## config.mk

```make
export PLATFORM = sky130hd
export DESIGN_NAME = ctrl_unit_irq
export DESIGN_NICKNAME = d
export VERILOG_FILES = /design/src/rtl/ctrl_unit_irq.sv
export SDC_FILE = /design/constraint.sdc
export NUM_CORES = 1
export LEC_CHECK = 0
export CAP_MARGIN = 15
export CELL_PAD_IN_SITES_DETAIL_PLACEMENT = 0
export CELL_PAD_IN_SITES_GLOBAL_PLACEMENT = 2
export CORE_UTILIZATION = 20
export DETAILED_ROUTE_END_ITERATION = 8
export GPL_TIMING_DRIVEN = 0
export PLACE_DENSITY_LB_ADDON = 0.15
export SLEW_MARGIN = 25
export SYNTH_ARGS = -nofsm -noshare
export SYNTH_HDL_FRONTEND = slang
export SYNTH_SLANG_ARGS = --single-unit
```

## constraint.sdc

```tcl
create_clock -name clk -period 1.5 [get_ports clk]
set_clock_uncertainty 0.15 [all_clocks]
set_input_delay 0.225 -clock clk [delete_from_list [all_inputs] [get_ports clk]]
set_output_delay 0.225 -clock clk [all_outputs]
set_load 0.01 [all_outputs]
```

## src/rtl/ctrl_unit_irq.sv

```systemverilog
// Instruction decoder and control unit with vectored, maskable interrupt entry.
// Carry/zero flags are shadowed on interrupt entry and restored by RETI.
module ctrl_unit_irq #(
    parameter int               NUM_IRQ    = 4,
    parameter int               VEC_W      = 8,
    parameter logic [VEC_W-1:0] VEC_BASE   = 8'hF0,
    parameter int               VEC_STRIDE = 1
) (
    input  logic               clk,
    input  logic               rst,
    input  logic [5:0]         opcode,
    input  logic               z_flag,
    input  logic               c_flag,
    input  logic               stall,
    input  logic [NUM_IRQ-1:0] irq,
    input  logic [NUM_IRQ-1:0] irq_mask,
    output logic [3:0]         alu_opcode,
    output logic               mux_reg_mem_write,
    output logic               mux_skip_alu_out,
    output logic               pc_en,
    output logic               reg_write_en,
    output logic               mux_load_imm,
    output logic               mem_write_en,
    output logic               mux_pc_branch,
    output logic               c_cond,
    output logic               call,
    output logic               ret,
    output logic               mux_irq_vec,
    output logic [VEC_W-1:0]   irq_vec,
    output logic [NUM_IRQ-1:0] irq_ack,
    output logic               ie
);

    typedef enum logic {
        ST_RUN       = 1'b0,
        ST_IRQ_ENTRY = 1'b1
    } state_t;

    state_t             state_s;
    logic               carry_r;
    logic               zero_r;
    logic               ie_r;
    logic               ei_pend_r;
    logic [1:0]         shadow_r;
    logic [NUM_IRQ-1:0] pend_r;
    logic [NUM_IRQ-1:0] irq_prev_r;
    logic [NUM_IRQ-1:0] req_s;
    logic [NUM_IRQ-1:0] rise_s;
    logic [NUM_IRQ-1:0] clr_s;
    logic [NUM_IRQ-1:0] sel_onehot_s;
    logic [2:0]         sel_idx_s;
    logic [VEC_W-1:0]   vec_off_s;
    logic               entry_s;

    logic [3:0] dec_alu_s;
    logic       dec_mrmw_s;
    logic       dec_msao_s;
    logic       dec_rwe_s;
    logic       dec_mli_s;
    logic       dec_mwe_s;
    logic       dec_mpb_s;
    logic       dec_call_s;
    logic       dec_ret_s;
    logic       is_alu_s;
    logic       is_reti_s;
    logic       is_di_s;
    logic       is_ei_s;

    assign req_s        = pend_r & irq_mask;
    assign rise_s       = irq & ~irq_prev_r;
    assign sel_onehot_s = NUM_IRQ'(1'b1) << sel_idx_s;
    assign vec_off_s    = VEC_W'(32'(sel_idx_s) * 32'(VEC_STRIDE));
    assign clr_s        = entry_s ? sel_onehot_s : {NUM_IRQ{1'b0}};
    // Entry replaces the current opcode; ie_r is 0 under reset, so reset also blocks it.
    assign entry_s      = rst & ie_r & (|req_s) & ~stall & ~ei_pend_r;
    assign state_s      = entry_s ? ST_IRQ_ENTRY : ST_RUN;
    assign c_cond       = carry_r;
    assign ie           = ie_r;

    // Lowest-index pending and enabled line wins.
    always_comb begin
        sel_idx_s = 3'd0;
        for (int i = NUM_IRQ - 1; i >= 0; i--) begin
            if (req_s[i]) begin
                sel_idx_s = 3'(i);
            end else begin
                sel_idx_s = sel_idx_s;
            end
        end
    end

    // Plain opcode decode, before stall and interrupt overrides.
    always_comb begin
        dec_alu_s  = 4'b0000;
        dec_mrmw_s = 1'b0;
        dec_msao_s = 1'b0;
        dec_rwe_s  = 1'b0;
        dec_mli_s  = 1'b0;
        dec_mwe_s  = 1'b0;
        dec_mpb_s  = 1'b0;
        dec_call_s = 1'b0;
        dec_ret_s  = 1'b0;
        is_alu_s   = 1'b0;
        is_reti_s  = 1'b0;
        is_di_s    = 1'b0;
        is_ei_s    = 1'b0;
        casez (opcode)
            6'b0000??: begin dec_mpb_s = 1'b1; dec_call_s = 1'b1; end
            6'b0001??: dec_mpb_s = 1'b1;
            6'b001000: begin dec_mpb_s = 1'b1; dec_ret_s = 1'b1; end
            6'b001001: begin dec_mpb_s = 1'b1; dec_ret_s = 1'b1; is_reti_s = 1'b1; end
            6'b001010: is_di_s = 1'b1;
            6'b001011: is_ei_s = 1'b1;
            6'b001100: dec_mwe_s = 1'b1;
            6'b0100??: dec_mpb_s = zero_r;
            6'b0101??: dec_mpb_s = ~zero_r;
            6'b0110??: dec_mpb_s = carry_r;
            6'b0111??: dec_mpb_s = ~carry_r;
            6'b10????: begin dec_rwe_s = 1'b1; dec_mli_s = 1'b1; end
            6'b110000: begin dec_rwe_s = 1'b1; dec_msao_s = 1'b1; end
            6'b1111??: begin dec_rwe_s = 1'b1; dec_mrmw_s = 1'b1; end
            6'b110001: begin dec_rwe_s = 1'b1; is_alu_s = 1'b1; dec_alu_s = 4'b0111; end
            6'b110010: begin dec_rwe_s = 1'b1; is_alu_s = 1'b1; dec_alu_s = 4'b0101; end
            6'b110011: begin dec_rwe_s = 1'b1; is_alu_s = 1'b1; dec_alu_s = 4'b0100; end
            6'b110100: begin dec_rwe_s = 1'b1; is_alu_s = 1'b1; dec_alu_s = 4'b0000; end
            6'b110101: begin dec_rwe_s = 1'b1; is_alu_s = 1'b1; dec_alu_s = 4'b0010; end
            6'b110110: begin dec_rwe_s = 1'b1; is_alu_s = 1'b1; dec_alu_s = 4'b0001; end
            6'b110111: begin dec_rwe_s = 1'b1; is_alu_s = 1'b1; dec_alu_s = 4'b0011; end
            6'b111000: begin dec_rwe_s = 1'b1; is_alu_s = 1'b1; dec_alu_s = 4'b1000; end
            6'b111001: begin dec_rwe_s = 1'b1; is_alu_s = 1'b1; dec_alu_s = 4'b1101; end
            6'b111010: begin dec_rwe_s = 1'b1; is_alu_s = 1'b1; dec_alu_s = 4'b1100; end
            6'b111011: begin dec_rwe_s = 1'b1; is_alu_s = 1'b1; dec_alu_s = 4'b1011; end
            default:   dec_alu_s = 4'b0000;
        endcase
    end

    // Output stage: interrupt entry overrides decode, stall freezes side effects.
    always_comb begin
        alu_opcode        = dec_alu_s;
        mux_reg_mem_write = dec_mrmw_s;
        mux_skip_alu_out  = dec_msao_s;
        reg_write_en      = dec_rwe_s;
        mux_load_imm      = dec_mli_s;
        mem_write_en      = dec_mwe_s;
        mux_pc_branch     = dec_mpb_s;
        call              = dec_call_s;
        ret               = dec_ret_s;
        pc_en             = 1'b1;
        mux_irq_vec       = 1'b0;
        irq_vec           = {VEC_W{1'b0}};
        irq_ack           = {NUM_IRQ{1'b0}};
        case (state_s)
            ST_IRQ_ENTRY: begin
                alu_opcode        = 4'b0000;
                mux_reg_mem_write = 1'b0;
                mux_skip_alu_out  = 1'b0;
                reg_write_en      = 1'b0;
                mux_load_imm      = 1'b0;
                mem_write_en      = 1'b0;
                mux_pc_branch     = 1'b1;
                call              = 1'b1;
                ret               = 1'b0;
                mux_irq_vec       = 1'b1;
                irq_vec           = VEC_BASE + vec_off_s;
                irq_ack           = sel_onehot_s;
            end
            ST_RUN: begin
                if (stall) begin
                    pc_en         = 1'b0;
                    reg_write_en  = 1'b0;
                    mem_write_en  = 1'b0;
                    call          = 1'b0;
                    ret           = 1'b0;
                    mux_pc_branch = 1'b0;
                end else begin
                    pc_en         = 1'b1;
                end
            end
            default: pc_en = 1'b1;
        endcase
    end

    // Flags, interrupt enable, EI delay slot and flag shadow.
    always_ff @(posedge clk or negedge rst) begin
        if (!rst) begin
            carry_r   <= 1'b0;
            zero_r    <= 1'b0;
            ie_r      <= 1'b0;
            ei_pend_r <= 1'b0;
            shadow_r  <= 2'b00;
        end else if (entry_s) begin
            ie_r     <= 1'b0;
            shadow_r <= {carry_r, zero_r};
        end else if (!stall) begin
            if (is_alu_s) begin
                carry_r <= c_flag;
            end
            if (dec_rwe_s) begin
                zero_r <= z_flag;
            end
            if (is_reti_s) begin
                carry_r <= shadow_r[1];
                zero_r  <= shadow_r[0];
            end
            // EI takes effect once the instruction after it completes; a DI there cancels it.
            if (is_ei_s) begin
                ei_pend_r <= 1'b1;
            end else if (ei_pend_r) begin
                ei_pend_r <= 1'b0;
                ie_r      <= ~is_di_s;
            end else if (is_di_s) begin
                ie_r <= 1'b0;
            end else if (is_reti_s) begin
                ie_r <= 1'b1;
            end
        end
    end

    // Rising-edge capture of interrupt lines; a new edge beats the entry clear.
    always_ff @(posedge clk or negedge rst) begin
        if (!rst) begin
            pend_r     <= {NUM_IRQ{1'b0}};
            irq_prev_r <= {NUM_IRQ{1'b0}};
        end else begin
            pend_r     <= (pend_r & ~clr_s) | rise_s;
            irq_prev_r <= irq;
        end
    end

endmodule

```

# Yosys cells after proc, flatten, opt, wreduce, memory -nomap -nowiden

Cells that the tools add are included.

Register bits: 14
Latch bits: 0
RAM bits: 0
Memory bits (read-only): 0
Output and inout bits: 28
Memories kept: 0

$add $sub $neg: 1
Multiply operators: 0
Divide/modulo/power cells: 0
$lt $le $gt $ge: 0
Eq/ne operators: 26
Shifts and indexed selects: 1
Muxes and demuxes: 49
Bitwise logic cells: 17
Reduce and logical (&&, ||, !) cells: 13

Operators by type and width:

| cell                                                            | count |
|---|---|
| 6-bit == test, second input constant                            | 12 |
| 4-bit one-hot mux with 10 select lines                          | 1 |
| 1-bit two-way mux                                               | 34 |
| 6-bit by 4-bit == test with 1-bit output, second input constant | 5 |
| 4-bit by 3-bit == test with 1-bit output, second input constant | 4 |
| 14-bit OR reduction                                             | 1 |
| 4-bit bitwise AND                                               | 3 |
| 4-bit two-way mux                                               | 3 |
| 11-bit OR reduction                                             | 1 |
| 1-bit one-hot mux with 2 select lines                           | 5 |
| 3-bit AND reduction                                             | 3 |
| 8-bit two-way mux                                               | 1 |
| 4-bit NOT                                                       | 2 |
| 4-bit OR reduction                                              | 2 |
| 1-bit NOT                                                       | 7 |
| 5-bit by 4-bit adder with 6-bit output, first input constant    | 1 |
| 2-bit two-way mux                                               | 3 |
| 1-bit one-hot mux with 5 select lines                           | 1 |
| 1-bit bitwise AND                                               | 4 |
| 4-bit by 1-bit == test with 1-bit output, second input constant | 1 |
| 4-bit == test, second input constant                            | 1 |
| 4-bit logical NOT                                               | 1 |
| 4-bit bitwise OR                                                | 1 |
| 2-bit nonzero test                                              | 2 |
| 8 further kinds                                                 | 8 |

# Depth between registers and ports, before layout

Gate-level depths: netlist of the first run.

Depth in word-level cells: 10
Depth in mapped cells: 5
Mapped depth without buffers: 5

# Worst setup path before layout of the first run

Ideal clock, no wire load.

Kind: register -> output
From: register pend_r[2]
To: output port mux_skip_alu_out
Arrival time: 1.442 ns
Required time: 1.125 ns
Setup slack: -0.317 ns
Stages on the path, launching flop included: 5
Cell sequence: dfrtp_1 -> a22oi_2 -> a31o_4 -> nand3_1 -> nor4b_1

Longest elaborated chain between the ends: 7

Ends and longest elaborated chain:

| what                           | RTL line | text |
|---|---|---|
| start, declared                | 45       | `logic [NUM_IRQ-1:0] pend_r;` |
| start signal, assigned         | 222      | `pend_r <= {NUM_IRQ{1'b0}};` |
| start signal, assigned         | 225      | `pend_r <= (pend_r & ~clr_s) \| rise_s;` |
| 4-bit bitwise AND              | 69       | `assign req_s = pend_r & irq_mask;` |
| 4-bit OR reduction             | 75       | `assign entry_s = rst & ie_r & (\|req_s) & ~stall & ~ei_pend_r;` |
| 1-bit bitwise AND (3 in a row) | 75       |  |
| 1-bit two-way mux              | 76       | `assign state_s = entry_s ? ST_IRQ_ENTRY : ST_RUN;` |
| 1-bit two-way mux              | 152      | `case (state_s)` |
| end, declared                  | 19       | `output logic mux_skip_alu_out,` |

Every way passes these cells.

# Worst setup path in the final report of the first run

From: register ei_pend_r
To: output port mux_pc_branch

Longest elaborated chain between the ends: 5

Ends and longest elaborated chain:

| what                                    | RTL line | text |
|---|---|---|
| start, declared                         | 43       | `logic ei_pend_r;` |
| start signal, assigned                  | 189      | `ei_pend_r <= 1'b0;` |
| start signal, assigned                  | 207      | `ei_pend_r <= 1'b1;` |
| start signal, assigned                  | 209      | `ei_pend_r <= 1'b0;` |
| 1-bit NOT *                             | 75       |  |
| 1-bit bitwise AND *                     | 75       |  |
| 1-bit two-way mux *                     | 76       |  |
| 1-bit NOT                               | -        |  |
| 1-bit one-hot mux with 2 select lines * | 152      |  |
| end, declared                           | 24       | `output logic mux_pc_branch,` |

Mark *: on every way between the ends. The rest lies on a longest branch, timed or not.

==> results of run 1 <==
==> area by class of cell <==
type                       count  area share
buffer                        11      0.0537
inverter                      11      0.0241
multi-input combinational     84       0.353
timing repair inverter         1     0.00432
sequential                    14       0.174
timing repair buffer          74       0.322
clock buffer                   4      0.0272
tap                           67      0.0414
==> cells by family (layout without fill, tap and decap cells) <==
logic type | count (synthesis) | after routing | share of synthesized area
AOI/OAI and AO/OA | 31 | 31 | 0.235
DFF | 14 | 14 | 0.340
buffers and inverters | 23 | 101 | 0.117
and+or+nand+nor | 47 | 47 | 0.270
other | 1 | 2 | 0.00364
xor gates and xnor gates | 3 | 3 | 0.0255
muxes | 1 | 1 | 0.00972
==> worst min-delay path by stage <==
stage                            startpoint                    end  slack, ns  cells after the start
global placement    irq_prev_r[0]$_DFF_PN0_    pend_r[0]$_DFF_PN0_       0.25                      1
floorplan                               rst     c_cond$_DFFE_PN0P_      -0.22                      0
detailed placement  irq_prev_r[0]$_DFF_PN0_    pend_r[0]$_DFF_PN0_       0.26                      1
global route                      opcode[0]  ei_pend_r$_DFFE_PN0P_       0.27                      2
finish                            opcode[0]  ei_pend_r$_DFFE_PN0P_       0.26                      2
CTS                               opcode[0]  ei_pend_r$_DFFE_PN0P_       0.25                      2
==> per-stage QoR <==
step / instance area (um2) / hold slack (ns) / total power [mW] / setup TNS, ns / cells
floorplan: 1100 / -0.221 / 0.836 / -1.68 / 121
global placement: 1600 / 0.254 / 1.10 / -40.25 / 230
detailed placement: 1600 / 0.264 / 1.11 / -42.33 / 230
CTS: 1920 / 0.250 / 1.66 / -11.94 / 261
global route: 2030 / 0.273 / 1.82 / -14.64 / 266
finish: 2030 / 0.263 / 1.71 / -12.16 / 266
==> cell usage after synthesis (2+ instances only) <==
cell type and count:
o21ai_0 3, o22ai_1 3, buf_2 3, nor2b_1 5
nor2_1 6, nand3_1 3, nor4_1 2, buf_4 6
a32o_1 2, a41oi_1 2, dfrtp_1 14, clkbuf_1 2
a21oi_1 6, and2_1 2, nor3_1 3, a22o_1 2
nand2_1 14, xnor2_1 2, and3_1 4, inv_1 10
==> routing by layer <==
| metal | vias up | global-route usage |
|---|---|---|
| met5 | - | 0 |
| met2 | 33 | 0.220 |
| li1 | 579 | - |
| met1 | 543 | 0.156 |
| met3 | 4 | 0.0165 |
| met4 | 0 | 0.0577 |
==> worst max-delay path, stage by stage, from the launching register on <==
cell and delay (ns):
dfrtp_1 0.37, nand4bb_4 0.20, a31o_4 0.27, buf_4 0.14
buf_6 0.10, buf_6 0.11, o31ai_1 0.06, buf_2 0.18
==> power by group through the flow <==
stage	combinational [mW]	sequential, mW	clock (mW)
after global routing	0.884	0.543	0.395
after global placement	0.569	0.535	0
after floorplan	0.313	0.523	0
final	0.820	0.529	0.363
after detailed placement	0.580	0.535	0
after CTS	0.753	0.530	0.378
==> layout by cell type (no fill, tap or decap), types with 3 or more instances in the layout <==
cell type,n
inv_1,10
dlygate4sd2_1,9
nand2_1,12
buf_2,16
buf_4,21
nor2b_1,4
dfrtp_1,13
clkdlybuf4s50_1,6
buf_6,24
clkbuf_8,6
and3_4,3
a21oi_1,5
nor2_1,3
==> registers in the layout (all words and copies together) (netlist names) <==
signal / count
shadow_r: 2
c_cond: 1
pend_r: 4
zero_r: 1
ie: 1
ei_pend_r: 1
irq_prev_r: 4
==> repair_timing <==
action,CTS,global route
setup endpoints to repair,36,34
gates resized for setup,153,18
endpoints found under the hold margin,14,0
gates cloned,1,0
hold buffers,1,0
setup buffers,25,8
pin swaps,16,9
==> run metrics, run 1 <==
Clock transition at path regs=0.06 ns; sequential cell area=352 um2; Synth Flop Type=dfrtp_1; final hold violation count=0; GPL Wtd Cong=0.723; worst-path fanout max=4; WL met2=1690 um; die width=73.8 um; largest net degree at the start of global routing=15; Critical R2R Launch=pend_r[2]$_DFF_PN0_; initial antenna violation count=0; Seq/Total Area, Yosys=0.340; row count=25; area of the multi-input gates=716 um2; dpl ws=-1.62 ns; final wirelength=3400 um; CTS tree=yes; Clock power frac=0.212; Inserted Clock Buffers=3; fill count=496; layout cell share with drive strength beyond 1=0.538; Synth Area per Inst=8.58 um2; gr usage total=0.127; clock root buffer=clkbuf_8; Max-slew headroom=0.565; clock sinks=14; CTS Buffer Depth=2; routed wl met3=154 um; switching part of the total=0.327; P per Cell Area=845 nW/um2; worst path required time=1.12 ns; R2R Setup Slk=-0.41 ns; Avg WL per Cell=12.8 um; io pins=47; vias in the first global route=1130; RSZ-0062 raised after global routing=true; Tmin final=2.06 ns; Async SR Flop Fraction=1.00; critical path class=flip-flop to primary output; area leader, netlist=dfrtp_1; Tcrit/Tclk final=1.37; area share of the largest cell type after synthesis=0.340; Crit Reg-Reg Endpoint=zero_r$_DFFE_PN0P_; fmax=486 MHz; Hold WC Path Type=input port to flip-flop; M1 WL=1490 um; clock latency on the worst-skew pair=0.24 ns; P_leak=0.953 nW; Final Setup Violations=31; DIE AREA=5440 um2; failing checks=setup timing; fin util=0.418; end of the critical path=mux_pc_branch; CORE AREA=4850 um2; htree depth=1; Synth Cell Area=1030 um2; synthesis-to-layout area growth=96.7%; net load switching power=0.560 mW; DP HPWL=2290 um; P_int=1.15 mW; Setup crit start=ei_pend_r$_DFFE_PN0P_; PortBufs=42; Yosys reg bits=14; GRT overflow=0; crit start category=flip-flop; Final WS setup=-0.560 ns; Pins Over Slew Limit=0; worst path arrival time=1.68 ns; diodes inserted=0; drt first pass iters=4; uppermost layer routed=met4; Setup crit end kind=primary output; Synth Instances=120; Initial Util=0.212; combinational power share=0.479; Peak supply drop=0.321 mV; Yosys cell types=46; DRC=0; Worst Max-Slew Pin Slew=0.650 ns; status=finished, violations left; max-cap viol count=0; largest cells by area after synthesis=dfrtp_1 (34%), nand2_1 (5.1%), buf_4 (4.4%), inv_1 (3.6%), nor2b_1 (3.0%); total vias in the final route=1159; Yosys warning total=0; antenna-violating nets left=0; EDFF count, synth=0; Vias/cell=4.36; Iter 0 DRT Violations=34; Die Ht=73.8 um; nets=219; Flop pwr share=0.309; first-pass GRT wire length=5250 um; worst reg-to-reg path cell count=9
No activity file was read; power rests on OpenSTA's default activity.
==> run 2: changes to the inputs <==
--- a/config.mk
+++ b/config.mk
@@ -8,7 +8,7 @@
 export CAP_MARGIN = 15
 export CELL_PAD_IN_SITES_DETAIL_PLACEMENT = 0
 export CELL_PAD_IN_SITES_GLOBAL_PLACEMENT = 2
-export CORE_UTILIZATION = 20
+export CORE_UTILIZATION = 24
 export DETAILED_ROUTE_END_ITERATION = 8
 export GPL_TIMING_DRIVEN = 0
 export PLACE_DENSITY_LB_ADDON = 0.15
==> constraint.sdc (replaced) <==
create_clock -name clk -period 2.6 [get_ports clk]
set_clock_uncertainty 0.15 [all_clocks]
set_input_delay 0.39 -clock clk [delete_from_list [all_inputs] [get_ports clk]]
set_output_delay 0.39 -clock clk [all_outputs]
set_load 0.01 [all_outputs]
==> run 2 against run 1 <==
The run now ends clean. Combinational power decreased by 59%. Clock power decreased by 41%. Sequential share of layout area increased by 3.5 points. Cell count decreased by 15%. Register-to-register slack improved by 1.2 ns. Via count decreased by 8.1%. Non-clock buffer count decreased by 23. Global-route usage increased by 1.2 points. Die area decreased by 16%. First-iteration DRC count decreased by 41%. Sequential power decreased by 42%. Count of clock-buffer cells in the layout unchanged.
==> run metrics, run 2 (synthesis gave the netlist of run 1 again) <==
net load switching power=0.278 mW (-50%); crit start category=input port; GPL Wtd Cong=0.782 (+8.2%); first-pass GRT wire length=4660 um (-11%); Max-slew headroom=0.540 (-0.0253); worst reg-to-reg path cell count=7 (-2); synthesis-to-layout area growth=63.1%; critical path class=input port to primary output; DRC=0 (unchanged); Crit Reg-Reg Endpoint=ei_pend_r$_DFFE_PN0P_; DP HPWL=2160 um (-5.7%); GRT overflow=0 (unchanged); R2R Setup Slk=0.80 ns (+1.21 ns); sequential cell area=350 um2 (-0.36%); worst path arrival time=1.96 ns (+0.28 ns); gr usage total=0.139 (+0.0118); Avg WL per Cell=13.0 um (+1.9%); initial antenna violation count=0 (unchanged); P_leak=0.873 nW (-8.4%); clock root buffer=clkbuf_8; clock sinks=14 (unchanged); most common cell after layout, fill and taps aside=clkdlybuf4s50_1; Tmin final=2.50 ns; antenna-violating nets left=0 (unchanged); P_int=0.580 mW (-50%); Initial Util=0.254 (+0.0414); Final Non-Filler Cells=225 (-15%); clock latency on the worst-skew pair=0.25 ns (about the same); drt first pass iters=4 (unchanged); combinational power share=0.395 (-0.084); Iter 0 DRT Violations=20 (-41%); Pins Over Slew Limit=0 (unchanged); cell family with most CP delay=buffers and inverters; status=complete, no violations; diodes inserted=0 (unchanged); top flop regs=irq_prev_r x4, pend_r x4, shadow_r x2; P per Cell Area=511 nW/um2 (-40%); Final Instance Area=1680 um2 (-17%); total power=0.858 mW (-50%); PortBufs=42 (unchanged); Final WS setup=0.0951 ns (+0.655 ns); setup_tns=0 ns (+12.16 ns); final wirelength=2930 um (-14%); placed instance area=1520 um2 (-5.3%); Tcrit/Tclk final=0.963; layout cell share with drive strength beyond 1=0.280 (-0.258); fill count=404 (-19%); Clock transition at path regs=0.06 ns (about the same); area of the multi-input gates=621 um2 (-13%); worst-path fanout max=7 (+3); row count=23 (-8.0%); CORE AREA=4060 um2 (-16%); largest net degree at the start of global routing=15 (unchanged); WHS Path Cells=1 (-1); io pins=47 (unchanged); Flop pwr share=0.357 (+0.048); total vias in the final route=1065 (-8.1%); Critical-path top delay cell=clkdlybuf4s50_1; fmax=399 MHz; placed insts=213 (-7.4%); vias in the first global route=966 (-15%); Critical Path, Cell by Cell=clkdlybuf4s50_1 > nand2_4 > a31o_4 > buf_4 > buf_4 > o31ai_1 > dlygate4sd2_1; nets=195 (-11%); Critical R2R Launch=ei_pend_r$_DFFE_PN0P_; Vias/cell=4.73 (+8.6%); fin util=0.414 (-0.00399); Inserted Clock Buffers=3 (unchanged); end of the critical path=mux_pc_branch; Final Setup Violations=0 (-100%); final hold violation count=0 (unchanged); WHS=0.271 ns (+0.00857 ns); Setup crit start=irq_mask[0]; switching part of the total=0.324 (-0.00299); RSZ-0062 raised after global routing=false; Setup crit end kind=primary output; Crit path depth=7 (unchanged); CTS Buffer Depth=2 (unchanged); CP most frequent cell=buf_4; CTS tree=yes; max-cap viol count=0 (unchanged); DIE AREA=4560 um2 (-16%); htree depth=1 (unchanged); die width=67.5 um (-8.5%); dpl ws=-0.982 ns (+0.638 ns); slowest stage delay, CP=0.56 ns (+0.19 ns); Clock power frac=0.249 (+0.037); Hold WC Path Type=flip-flop to flip-flop; most frequent cells in the layout=clkdlybuf4s50_1 (18), buf_4 (14), dfrtp_1 (14); Critical path buffers and inverters=4 (unchanged); worst path required time=2.06 ns (+0.94 ns); Peak supply drop=0.170 mV (-47%); Worst Max-Slew Pin Slew=0.688 ns (+0.0378 ns); Die Ht=67.5 um (-8.5%)
## run 2: layout make-up
class | count | area share
multi-input cells | 84 | 0.370
repair buffers | 50 | 0.271
flip-flops and latches | 14 | 0.209
plain buffers | 12 | 0.0514
well taps | 50 | 0.0373
clock buffers | 4 | 0.0328
inverters | 11 | 0.0291
## run 2: power by group through the flow
stage	logic (mW)	registers, mW	clock network [mW]
CTS	0.333	0.305	0.223
detailed placement	0.321	0.307	0
global route	0.370	0.313	0.238
floorplan	0.169	0.302	0
global placement	0.315	0.306	0
finish	0.339	0.306	0.213
## run 2: worst register-to-register path: stages, from the launching register on
cell	delay (ns)
dfrtp_1	0.40
nand4bb_4	0.23
a31o_4	0.24
buf_4	0.15
inv_8	0.09
nor3_4	0.05
buf_4	0.13
a32o_1	0.24
## run 2: worst min path at each step
stage                                        from             endpoint  slack, ns
final                     irq_prev_r[0]$_DFF_PN0_  pend_r[0]$_DFF_PN0_       0.27
after floorplan                               rst   c_cond$_DFFE_PN0P_      -0.06
after global routing      irq_prev_r[3]$_DFF_PN0_  pend_r[3]$_DFF_PN0_       0.29
after detailed placement  irq_prev_r[0]$_DFF_PN0_  pend_r[0]$_DFF_PN0_       0.27
after global placement    irq_prev_r[0]$_DFF_PN0_  pend_r[0]$_DFF_PN0_       0.26
after CTS                 irq_prev_r[0]$_DFF_PN0_  pend_r[0]$_DFF_PN0_       0.28
## run 2: routing by layer
layer  vias to the layer above  track usage  wire (um)
met4                         0       0.0798         64
met2                        33        0.219       1380
li1                        534            -          -
met5                         -            0          0
met3                         5       0.0203        133
met1                       493        0.179       1350
## run 2: repair_timing
action / in CTS / in global routing
cloned: 0 / 0
setup buffers: 4 / 3
hold buffers: 1 / 0
setup endpoints to repair: 23 / 16
resized for setup: 36 / 31
pin swaps: 3 / 6
endpoints found under the hold margin: 14 / 0
